`src/rtl/sub_pkg.sv`:
```
// Shared types and constants for the nibble-serial subtractor.
package sub_pkg;

  localparam int NIBBLE_W = 4;

  typedef enum logic [1:0] {
    IDLE = 2'd0,
    BUSY = 2'd1,
    DONE = 2'd2
  } state_t;

  typedef struct packed {
    logic ovf;
    logic neg;
    logic zero;
  } flags_t;

endpackage

```
`src/rtl/prefix_add4.sv`:
```
// Combinational 4-bit generate/propagate prefix adder slice with carry-in.
module prefix_add4 (
  input  logic [3:0] a,
  input  logic [3:0] b,
  input  logic       cin,
  output logic [3:0] sum,
  output logic       cout
);

  logic [3:0] g;
  logic [3:0] p;
  logic       g10, p10, g32, p32, g20, p20, g30, p30;
  logic [4:0] c;

  assign g = a & b;
  assign p = a ^ b;

  // Two-level prefix tree: pairs first, then spans reaching bit 0.
  assign g10 = g[1] | (p[1] & g[0]);
  assign p10 = p[1] & p[0];
  assign g32 = g[3] | (p[3] & g[2]);
  assign p32 = p[3] & p[2];
  assign g20 = g[2] | (p[2] & g10);
  assign p20 = p[2] & p10;
  assign g30 = g32 | (p32 & g10);
  assign p30 = p32 & p10;

  assign c[0] = cin;
  assign c[1] = g[0] | (p[0] & cin);
  assign c[2] = g10 | (p10 & cin);
  assign c[3] = g20 | (p20 & cin);
  assign c[4] = g30 | (p30 & cin);

  assign sum  = p ^ c[3:0];
  assign cout = c[4];

endmodule

```
`src/rtl/nibble_serial_subtractor.sv`:
```
// Multi-cycle a - b, one nibble per clock via a shared prefix slice.
// Optional status flags {ovf, neg, zero} are built when SUB_FLAGS_EN is defined.
module nibble_serial_subtractor
  import sub_pkg::*;
#(
  parameter int WIDTH = 16
) (
  input  logic             clk,
  input  logic             rst_n,
  input  logic             in_valid,
  output logic             in_ready,
  input  logic [WIDTH-1:0] a,
  input  logic [WIDTH-1:0] b,
  output logic             out_valid,
  input  logic             out_ready,
  output logic [WIDTH-1:0] diff,
  output logic             borrow_out
`ifdef SUB_FLAGS_EN
  ,
  output logic [2:0]       flags
`endif
);

  localparam int N  = WIDTH / NIBBLE_W;
  localparam int KW = (N > 1) ? $clog2(N) : 1;

  state_t           state_r, state_next;
  logic [WIDTH-1:0] a_r, nb_r, diff_r, diff_next;
  logic             carry_r, borrow_r;
  logic [KW-1:0]    k_r;
  logic [3:0]       a_nib, b_nib, sum_nib;
  logic             c4, last_nib;

  assign a_nib    = a_r[k_r*NIBBLE_W +: NIBBLE_W];
  assign b_nib    = nb_r[k_r*NIBBLE_W +: NIBBLE_W];
  assign last_nib = (k_r == KW'(N - 1));

  prefix_add4 u_slice (
    .a    (a_nib),
    .b    (b_nib),
    .cin  (carry_r),
    .sum  (sum_nib),
    .cout (c4)
  );

  // Result word with the current nibble merged in; also feeds the flag logic.
  always_comb begin
    diff_next = diff_r;
    diff_next[k_r*NIBBLE_W +: NIBBLE_W] = sum_nib;
  end

`ifdef SUB_FLAGS_EN
  logic   a_msb_r, b_msb_r;
  flags_t flags_r, flags_next;

  // Status flags of the final result, evaluated on the last nibble.
  always_comb begin
    flags_next.zero = (diff_next == {WIDTH{1'b0}});
    flags_next.neg  = diff_next[WIDTH-1];
    flags_next.ovf  = (a_msb_r != b_msb_r) && (diff_next[WIDTH-1] != a_msb_r);
  end

  assign flags = flags_r;
`endif

  // State register.
  always_ff @(posedge clk or negedge rst_n) begin
    if (!rst_n) state_r <= IDLE;
    else        state_r <= state_next;
  end

  // Next-state decode.
  always_comb begin
    state_next = state_r;
    case (state_r)
      IDLE:    if (in_valid)  state_next = BUSY; else state_next = IDLE;
      BUSY:    if (last_nib)  state_next = DONE; else state_next = BUSY;
      DONE:    if (out_ready) state_next = IDLE; else state_next = DONE;
      default: state_next = IDLE;
    endcase
  end

  // Operand capture, per-nibble ripple and result registers.
  always_ff @(posedge clk or negedge rst_n) begin
    if (!rst_n) begin
      a_r      <= {WIDTH{1'b0}};
      nb_r     <= {WIDTH{1'b0}};
      diff_r   <= {WIDTH{1'b0}};
      carry_r  <= 1'b0;
      borrow_r <= 1'b0;
      k_r      <= {KW{1'b0}};
`ifdef SUB_FLAGS_EN
      a_msb_r  <= 1'b0;
      b_msb_r  <= 1'b0;
      flags_r  <= 3'b000;
`endif
    end else begin
      case (state_r)
        IDLE: begin
          if (in_valid) begin
            a_r     <= a;
            nb_r    <= ~b;
            carry_r <= 1'b1;
            k_r     <= {KW{1'b0}};
`ifdef SUB_FLAGS_EN
            a_msb_r <= a[WIDTH-1];
            b_msb_r <= b[WIDTH-1];
`endif
          end
        end
        BUSY: begin
          diff_r  <= diff_next;
          carry_r <= c4;
          k_r     <= k_r + KW'(1);
          // Carry out of a + ~b + 1 is the inverted unsigned borrow.
          if (last_nib) begin
            borrow_r <= ~c4;
`ifdef SUB_FLAGS_EN
            flags_r  <= flags_next;
`endif
          end
        end
        default: begin
        end
      endcase
    end
  end

  assign in_ready   = (state_r == IDLE);
  assign out_valid  = (state_r == DONE);
  assign diff       = diff_r;
  assign borrow_out = borrow_r;

endmodule

```
`config.mk`:
```
export PLATFORM = sky130hd
export DESIGN_NAME = nibble_serial_subtractor
export DESIGN_NICKNAME = d
export VERILOG_FILES = /design/src/rtl/sub_pkg.sv /design/src/rtl/prefix_add4.sv /design/src/rtl/nibble_serial_subtractor.sv
export SDC_FILE = /design/constraint.sdc
export NUM_CORES = 1
export LEC_CHECK = 0
export CELL_PAD_IN_SITES_DETAIL_PLACEMENT = 1
export CELL_PAD_IN_SITES_GLOBAL_PLACEMENT = 1
export CORE_ASPECT_RATIO = 1.4
export CORE_MARGIN = 5
export CORE_UTILIZATION = 40
export DETAILED_ROUTE_END_ITERATION = 10
export MAX_ROUTING_LAYER = met4
export PLACE_DENSITY = 0.74
export SLEW_MARGIN = 15
export SYNTH_ARGS = -nofsm -noshare
export SYNTH_HDL_FRONTEND = slang
export SYNTH_HIERARCHICAL = 1
export SYNTH_SLANG_ARGS = --single-unit
```
`constraint.sdc`:
```
create_clock -name clk -period 4.7 [get_ports clk]
set_clock_uncertainty 0.05 [all_clocks]
set_input_delay 0.94 -clock clk [delete_from_list [all_inputs] [get_ports clk]]
set_output_delay 0.94 -clock clk [all_outputs]
set_load 0.02 [all_outputs]
```
# [Yosys cells after proc, flatten, opt, wreduce, memory -nomap -nowiden]
# Cells that the tools add are included.
[word_totals] reg_bits=54 in_bits=36 output_inout_bits=19 word_cells=56
[op_classes] addsub=2 eq_ne=4 shifts=4 muxes=9 n_bitwise=25 n_reduce_logical=5
[ops] cell="4-bit negation with 34-bit output" n=1
[ops] cell="4-bit by 34-bit variable shift with 16-bit output (first input constant)" n=1
[ops] cell="4-bit by 34-bit variable part select with 16-bit output" n=1
[ops] cell="16-bit by 5-bit variable part select with 4-bit output" n=2
[ops] cell="16-bit bitwise mux" n=1
[ops] cell="16-bit inverter" n=1
[ops] cell="1-bit AND" n=12
[ops] cell="1-bit OR" n=8
[ops] cell="4-bit bitwise XOR" n=2
[ops] cell="2-bit two-way mux" n=3
[ops] cell="2-bit case mux with 3 select lines" n=1
[ops] cell="2-bit AND reduction" n=3
[ops] cell="4-bit AND" n=1
[ops] cell="2-bit equality test (second input constant)" n=2
[ops] cell="2-bit case mux with 2 select lines" n=1
[ops] cell="2-bit by 1-bit adder with 2-bit output (second input constant)" n=1
[ops] cell="2-bit by 1-bit equality test with 1-bit output (second input constant)" n=1
[ops] cell="2-bit logical NOT" n=1
[ops] cell="1-bit two-way mux" n=2
[ops] cell="2-bit inequality test (second input constant)" n=1
[ops] cell="1-bit case mux with 2 select lines" n=1
[ops] cell="2-bit nonzero test" n=1
[ops] cell="1-bit inverter" n=1

# [Logic depth before layout (Yosys ltp)]
# Gate-level depths: netlist (run 1).
[depth] depth_word=10 depth_mapped=9 ltp_nobuf=7

# [Modules after synthesis]
# The synthesis (run 1) kept the hierarchy.
[modules_own_cells] module="nibble_serial_subtractor" n_inst=1 cells_per_inst=186 area_each_um2=2526.2 seq_area_each_um2=1351.3
[modules_own_cells] module="prefix_add4" n_inst=1 cells_per_inst=17 area_each_um2=147.6 seq_area_each_um2=0.0

# [Worst setup path after synthesis (run 1)]
# Ideal clock, no wire load.
[synth_path] path_type="register to register" startpoint="register k_r[0]" endpoint="register diff_r[7], in the netlist diff[7]" setup_ns=0.128 arrival_time_ns=2.561 required_time_ns=4.522 path_slack_ns=1.961 stages_incl_launch_ff=10 n_path_buf=2 period_less_slack_ns=2.739 cell_sequence="dfrtp_1 > buf_6 > buf_2 > mux4_2 > ha_1 > a21o_1 > a31o_1 > xor2_1 > and4b_1 > mux2_1"
[synth_between] elab_cells_between_ends=21 cone_classes="1 x add/sub; 4 x shift; 1 x mux; 15 x bitwise"
[synth_lines] element="start: declaration" line="nibble_serial_subtractor.sv:30" text="logic [KW-1:0] k_r;"
[synth_lines] element="start signal: assignment" line="nibble_serial_subtractor.sv:91" text="k_r <= {KW{1'b0}};"
[synth_lines] element="start signal: assignment" line="nibble_serial_subtractor.sv:104" text="k_r <= {KW{1'b0}};"
[synth_lines] element="start signal: assignment" line="nibble_serial_subtractor.sv:114" text="k_r <= k_r + KW'(1);"
[synth_lines] element="16-bit by 5-bit variable part select with 4-bit output *" line="nibble_serial_subtractor.sv:34" text="assign a_nib = a_r[k_r*NIBBLE_W +: NIBBLE_W];"
[synth_lines] element="net a_nib[2]" line="nibble_serial_subtractor.sv:31" text="logic [3:0] a_nib, b_nib, sum_nib;"
[synth_lines] element="4-bit bitwise XOR" line="prefix_add4.sv:16" text="assign p = a ^ b;"
[synth_lines] element="1-bit AND (on tied branches)" line="prefix_add4.sv:23, prefix_add4.sv:24"
[synth_lines] element="1-bit OR or 1-bit AND (tied branches)" line="prefix_add4.sv:23, prefix_add4.sv:31"
[synth_lines] element="1-bit OR *" line="prefix_add4.sv:31" text="assign c[3] = g20 | (p20 & cin);"
[synth_lines] element="4-bit bitwise XOR *" line="prefix_add4.sv:34" text="assign sum = p ^ c[3:0];"
[synth_lines] element="net sum_nib[3]" line="nibble_serial_subtractor.sv:31"
[synth_lines] element="4-bit by 34-bit variable part select with 16-bit output *" line="nibble_serial_subtractor.sv:49" text="diff_next[k_r*NIBBLE_W +: NIBBLE_W] = sum_nib;"
[synth_lines] element="16-bit bitwise mux *" line="nibble_serial_subtractor.sv:49"
[synth_lines] element="end signal: assignment" line="nibble_serial_subtractor.sv:88" text="diff_r <= {WIDTH{1'b0}};"
[synth_lines] element="end signal: assignment" line="nibble_serial_subtractor.sv:112" text="diff_r <= diff_next;"
[synth_lines] element="end: declaration" line="nibble_serial_subtractor.sv:28" text="logic [WIDTH-1:0] a_r, nb_r, diff_r, diff_next;"
# The timed path passes the listed nets; every way through them passes the cells marked *.
# A chain may end at the register's enable or synchronous reset.

# [Final worst setup path (run 1)]
[layout_path] startpoint="register k_r[0]" endpoint="register diff_r[7], in the netlist diff[7]"
[layout_between] elab_chain_len=10 elab_cells_between_ends=21 cone_classes="1 x add/sub; 4 x shift; 1 x mux; 15 x bitwise"
[layout_lines] element="16-bit by 5-bit variable part select with 4-bit output *" line="nibble_serial_subtractor.sv:34"
[layout_lines] element="net a_nib[0]" line="nibble_serial_subtractor.sv:31"
[layout_lines] element="4-bit AND" line="prefix_add4.sv:15" text="assign g = a & b;"
[layout_lines] element="1-bit AND" line="prefix_add4.sv:19" text="assign g10 = g[1] | (p[1] & g[0]);"
[layout_lines] element="1-bit OR" line="prefix_add4.sv:19"
[layout_lines] element="1-bit AND" line="prefix_add4.sv:23" text="assign g20 = g[2] | (p[2] & g10);"
[layout_lines] element="1-bit OR" line="prefix_add4.sv:23"
[layout_lines] element="1-bit OR *" line="prefix_add4.sv:31"
[layout_lines] element="4-bit bitwise XOR *" line="prefix_add4.sv:34"
[layout_lines] element="net sum_nib[3]" line="nibble_serial_subtractor.sv:31"
[layout_lines] element="4-bit by 34-bit variable part select with 16-bit output *" line="nibble_serial_subtractor.sv:49"
[layout_lines] element="16-bit bitwise mux *" line="nibble_serial_subtractor.sv:49"
# Marked as above.

==> summary.txt, run 1 <==
GRT
  • Pin count of the biggest net entering global routing: 55
  • Tot GR Track Use: between 15 and 20%
  • Routing usage on met2: 27.11%
  • Initial antenna violation count: 0
  • GRT Max-Usage Layer: met2
  • Number of global-route vias before repair: 1,918
  • Total grt overflow: 0
  • Global-route wire length before repair: 9.522 mm
  • Met3 usage: 2.353%
  • Met1 Use GR: 16.87%

Power
  • Pleak: 1.511 nW
  • Comb power frac: 54.5%
  • Internal: 0.001508 W
  • Reg power frac: 33.8%
  • Power share of the clock group: 11.7%
  • Psw: approximately 0.0010 W
  • Max VDD drop: 0.0003004 V
  • Sw Ratio: 40.84%
  • Pwr dens: around 750 nW/um^2

Clock network
  • CTS tree: yes
  • Cts repair resizes: 0
  • Clock sinks: 54
  • Postcts setup bufs: 0
  • Hold_buf cts: 0
  • Root Buffer: clkbuf_8
  • Clk slew on worst S/H paths: 0.09 ns
  • CTS buffer count: 5
  • Clock buffer depth: 2
  • Clk_lat worst skew: 0.31 ns
  • # H-tree levels: 2

Setup path
  • CP max stage delay: 0.91 ns
  • Crit path max fanout: 21
  • Arr. time, crit path: 3.31 ns
  • Crit Path Class: reg -> reg
  • Worst r2r src: k_r[0]
  • Slowest CP cell: dfrtp_1
  • Reg2reg setup slack: 1.54 ns
  • Startpoint types: flip-flop
  • Setup crit end kind: flip-flop
  • Critical path buffer and inverter count: 0
  • Worst Reg-to-Reg Cells: 7
  • R2R Path End: diff[7]
  • Kind of cell adding the most delay to the critical path: flip-flops
  • Worst endpoint required time: 4.85 ns
  • Crit-path cells: mux4_2 -> ha_1 -> a21o_1 -> a31o_1 -> xor2_1 -> and4b_1 -> mux2_1

Route
  • Number of remaining DRC errors: 0
  • Avg WL per Cell: 17.28 um
  • Via count: 1,744
  • Drt via density: 5.237
  • Initial DRC count: 71
  • Post-route ant nets: 0
  • Drt first pass iters: 4
  • Detailed Route WL: 5.754 mm

Timing
  • Final setup viols: 0
  • Max-slew headroom: 42.71%
  • Pins Over Slew Limit: 0
  • Setup WS post-layout: between 1.5 and 2 ns
  • Worst slew pin tran: 0.8593 ns
  • TNS Setup: 0 ns
  • Final hold viol count: 0
  • Hold_ws: 0.4417 ns
  • Final min period: 3.165 ns
  • Unrepaired setup endpoints after global routing: no
  • FMAX: 316.0 MHz
  • Final critical-path share of the clock period: between 60% and 70%

Layout
  • Fill cell count: ~680
  • Net count, final: 304
  • Utilization after layout: 51.56%
  • Commonest non-fill, non-tap cell in the layout: dfrtp_1
  • Final cell count without fillers: 333
  • Layout cells sized above 1: 14.67%
  • Most frequent cells in the layout: dfrtp_1 (54), clkdlybuf4s50_1 (53), inv_1 (32)
  • Area Growth Syn to Fin: 26.67%
  • Antenna diodes: 0

Logic synthesis
  • Most used DFF post-synth: dfrtp_1
  • Sequential element share of the synthesized area: 50.54%
  • Synth area leaders: dfrtp_1 (51%), mux2i_1 (6.7%), mux4_2 (6.7%), mux2_1 (5.1%), inv_1 (4.5%)
  • EDFF count, synth: 0
  • Synth area leader: dfrtp_1
  • #FFs+latches synth: 54
  • Synth Warn #: 6
  • Synthesized net count: 249
  • Post-Syn Area per Cell: 13.17 um^2
  • Mapped Area: 2674 um^2
  • Synth Instances: roughly 200
  • Synth top area share: about half
  • Distinct cells, synth: 35
  • Asr flop ratio synth: 100.0%

Floorplanning
  • Initial Util: 40.70%
  • Core Rows: 35
  • Die ar.: 8443 um^2
  • Chip height: 106.7 um
  • Core ar.: 6569 um^2
  • Die width: around 79 um
  • IO Pins: 55

Place
  • DP Worst Slack: 1.503 ns
  • Placed Instances: between 300 and 400
  • Buffers on Ports: 54
  • Gpl congestion: approximately 0.81
  • Post-DP HPWL: 4.301 mm

Min path
  • Hold path depth: 1
  • Hold crit path type: reg -> reg
  • Hold Startpoint: a_r[5]
  • Hold endpoint: a_r[5]

Run
  • Max Cap Viol: 0

Status
  • Status: complete, no violations
## synth_stat cells (2+ instances only)
cell type and number:
ha_1 9, a21oi_1 2, and4bb_2 6, o32ai_1 7, mux2i_1 18, buf_2 4, a32o_1 3, mux4_2 8
a21o_1 3, nand2_1 7, clkbuf_1 2, inv_1 32, mux2_2 10, and3b_1 3, nand2b_1 4, xnor2_1 2
dfrtp_1 54, mux2_1 12
## cell families (layout without fill, tap and decap cells)
kind of cell             after synthesis  count (layout)  synth area share, %
XOR/XNOR                               3               3               0.9829
multiplexers                          48              48                22.74
flip-flops                            54              54                50.54
AO/OA/AOI/OAI                         20              20                6.083
AND/OR/NAND/NOR                       28              28                8.470
buffers and inverters                 40              96                6.224
adder cells (fa/ha/maj)               10              10                4.960
## metal layers
layer,up-vias,routed length (um)
li1,825,-
met3,8,179
met1,872,2278
met2,39,3198
met4,0,97
met5,-,0
## registers in the layout, indices dropped and copies added, names as in the netlist
register,count
a_r,16
diff,16
nb_r,16
k_r,2
state_r,2
borrow_out,1
carry_r,1
## stage by stage
| stage | cell area (um^2) | power [W] |
|---|---|---|
| floorplan | 2674 | 0.001820 |
| global placement | 3277 | 0.002224 |
| detailed placement | 3277 | 0.002277 |
| CTS | 3387 | 0.002591 |
| global route | 3387 | 0.002764 |
| finish | 3387 | 0.002549 |
## power groups by stage
| stage | clock network (W) | logic, W | registers [W] |
|---|---|---|---|
| 2_1_floorplan | 0 | 0.000994 | 0.000826 |
| 3_3_place_gp | 0 | 0.00135 | 0.000869 |
| 3_5_place_dp | 0 | 0.00140 | 0.000876 |
| 4_1_cts | 0.000310 | 0.00141 | 0.000871 |
| 5_1_grt | 0.000325 | 0.00154 | 0.000896 |
| 6_report | 0.000298 | 0.00139 | 0.000862 |
## area by class of cell
type | instances | area, um^2 | area share, %
clock buffers | 8 | 110.1 | 3.251
repair buffers | 56 | 550.5 | 16.25
flip-flops and latches | 54 | 1351 | 39.90
inverters | 32 | 120.1 | 3.546
well taps | 74 | 92.59 | 2.734
multi-input cells | 109 | 1162 | 34.32
## how the worst max path moves through the flow
stage / endpoint / cells past startpoint / start / slack [ns]
finish: diff[7] / 7 / k_r[0] / 1.54
floorplan: diff[7] / 9 / k_r[0] / 1.96
CTS: diff[7] / 7 / k_r[0] / 1.50
detailed placement: diff[7] / 7 / k_r[0] / 1.50
global route: diff[7] / 7 / k_r[0] / 1.35
global placement: diff[7] / 7 / k_r[0] / 1.58
(Power assumes the default switching activity.)
==> inputs of run 2 (changes only) <==
==> constraint.sdc (replaced) <==
create_clock -name clk -period 3.2 [get_ports clk]
set_clock_uncertainty 0.05 [all_clocks]
set_input_delay 0.64 -clock clk [delete_from_list [all_inputs] [get_ports clk]]
set_output_delay 0.64 -clock clk [all_outputs]
set_load 0.02 [all_outputs]
==> run 2 against run 1 <==
  * Combinational power up 52%
  * Clock power up 87%
  * Non-clock buffer count up 2
  * Worst hold slack worse by 0.056 ns
  * Cell count up 0.60%
  * Flip-flop and latch count unchanged
  * Clock-buffer cell count down 2
  * Die area unchanged
  * Largest cell class unchanged
  * Highest routed layer unchanged
==> summary.txt, run 2 (same netlist as run 1, synthesis figures left out) <==
Status
  • Status: complete, no violations

Place
  • Buffers on Ports: 54
  • Post-DP HPWL: 4.323 mm
  • DP Worst Slack: roughly 0.27 ns
  • Gpl congestion: around 0.79

Layout
  • Layout cells sized above 1: 15.33%
  • Area Growth Syn to Fin: 28.45%
  • Most frequent cells in the layout: dfrtp_1 (54), clkdlybuf4s50_1 (53), inv_1 (32)
  • Net count, final: 306
  • Antenna diodes: 0
  • Fill cell count: approximately 660
  • Register area: 1351 um^2
  • Area of the multi-input gates: 1162 um^2
  • Commonest non-fill, non-tap cell in the layout: dfrtp_1

GRT
  • Total grt overflow: 0
  • Global-route wire length before repair: 9.839 mm
  • Tot GR Track Use: 15.37%
  • Pin count of the biggest net entering global routing: 55
  • Met1 Use GR: 17.18%
  • GRT Max-Usage Layer: met2
  • Initial antenna violation count: 0
  • Routing usage on met2: a little over a quarter
  • Met3 usage: 3.193%
  • Number of global-route vias before repair: 1,956

Setup path
  • Kind of cell adding the most delay to the critical path: multiplexers
  • R2R Path End: diff[7]
  • Worst r2r src: k_r[0]
  • Arr. time, crit path: roughly 3.1 ns
  • Critical path buffer and inverter count: 0
  • CP max stage delay: about 0.7 ns
  • Reg2reg setup slack: about 0.27 ns
  • Setup crit end kind: flip-flop
  • Slowest CP cell: dfrtp_1
  • Worst endpoint required time: between 3 and 4 ns
  • Crit Path Class: reg -> reg
  • WP depth: 7
  • Startpoint types: flip-flop
  • Worst Reg-to-Reg Cells: 7
  • Crit path max fanout: 10
  • Crit-path cells: mux4_2 -> ha_1 -> a21o_1 -> a31o_1 -> xor2_1 -> and4b_1 -> mux2_1

Timing
  • Max-slew headroom: 55.17%
  • Final critical-path share of the clock period: 91.56%
  • Pins Over Slew Limit: 0
  • Final hold viol count: 0
  • Final setup viols: 0
  • Worst slew pin tran: 0.6724 ns
  • FMAX: 341.3 MHz
  • Final min period: 2.930 ns
  • Unrepaired setup endpoints after global routing: no
  • Setup WS post-layout: 0.2700 ns
  • TNS Setup: 0 ns

Route
  • Number of remaining DRC errors: 0
  • Post-route ant nets: 0
  • Via count: around 1,800
  • Drt first pass iters: 4
  • Drt via density: 5.284
  • Avg WL per Cell: 17.37 um
  • Initial DRC count: 76
  • Detailed Route WL: 5.818 mm

Clock network
  • Root Buffer: clkbuf_8
  • Hold_buf cts: 0
  • Clock sinks: between 50 and 60
  • Clk slew on worst S/H paths: about 0.090 ns
  • Clock buffer depth: 2
  • Cts repair resizes: 0
  • CTS tree: yes
  • Postcts setup bufs: 0
  • # H-tree levels: 2
  • Clk_lat worst skew: 0.31 ns
  • CTS buffer count: 5

Floorplanning
  • Initial Util: between 40 and 50%
  • Chip height: 106.7 um
  • Die ar.: 8443 um^2
  • Die width: 79.10 um
  • Core ar.: 6569 um^2
  • IO Pins: between 50 and 60
  • Core Rows: 35

Power
  • Pwr dens: 1142 nW/um^2
  • Max VDD drop: a little over 0.0005 V
  • Pleak: 1.535 nW

Run
  • Max Cap Viol: 0

Min path
  • Hold crit path type: in -> async
-- run 2: cell types whose count changed in the layout (fill, tap and decap cells not counted) --
cell and delta:
bufinv_16 +2, buf_4 +2, clkbuf_8 -2
-- run 2: power by group --
group          total [W]  switching (W)  internal (W)
Sequential       0.00125       0.000259      0.000993
Clock           0.000556       0.000222      0.000334
Combinational    0.00211        0.00109       0.00102
-- run 2: area by class of cell --
type	instances	share of cell area, %
multi-input combinational	109	33.84
clock inverter	2	1.749
clock buffer	6	2.404
tap	74	2.696
timing repair buffer	58	16.47
inverter	32	3.497
sequential	54	39.34
-- run 2: how the worst max path moves through the flow --
stage               startpoint  endpoint  slack [ns]
finish                  k_r[0]   diff[7]        0.27
global route            k_r[0]   diff[7]        0.10
CTS                     k_r[0]   diff[7]        0.24
detailed placement      k_r[0]   diff[7]        0.27
global placement        k_r[0]   diff[7]        0.35
floorplan               k_r[0]   diff[7]        0.46
-- run 2: stage by stage --
step                instances  instance area, um^2  power, W  hold slack, ns  utilization [%]
CTS                       335                 3435  0.003974          0.4257            52.29
global route              335                 3435  0.004195          0.4639            52.29
floorplan                 203                 2674  0.002674          0.2944                -
global placement          327                 3292  0.003295          0.4283            50.11
detailed placement        327                 3292  0.003380          0.4210            50.11
finish                    335                 3435  0.003922          0.3858            52.29
-- run 2: metal layers --
layer | share of wire [%] | wire (um) | vias to the layer above
met1 | 39 | 2290 | 892
li1 | - | - | 824
met4 | 1.9 | 109 | 0
met5 | 0 | 0 | -
met2 | 55 | 3205 | 43
met3 | 3.6 | 212 | 11
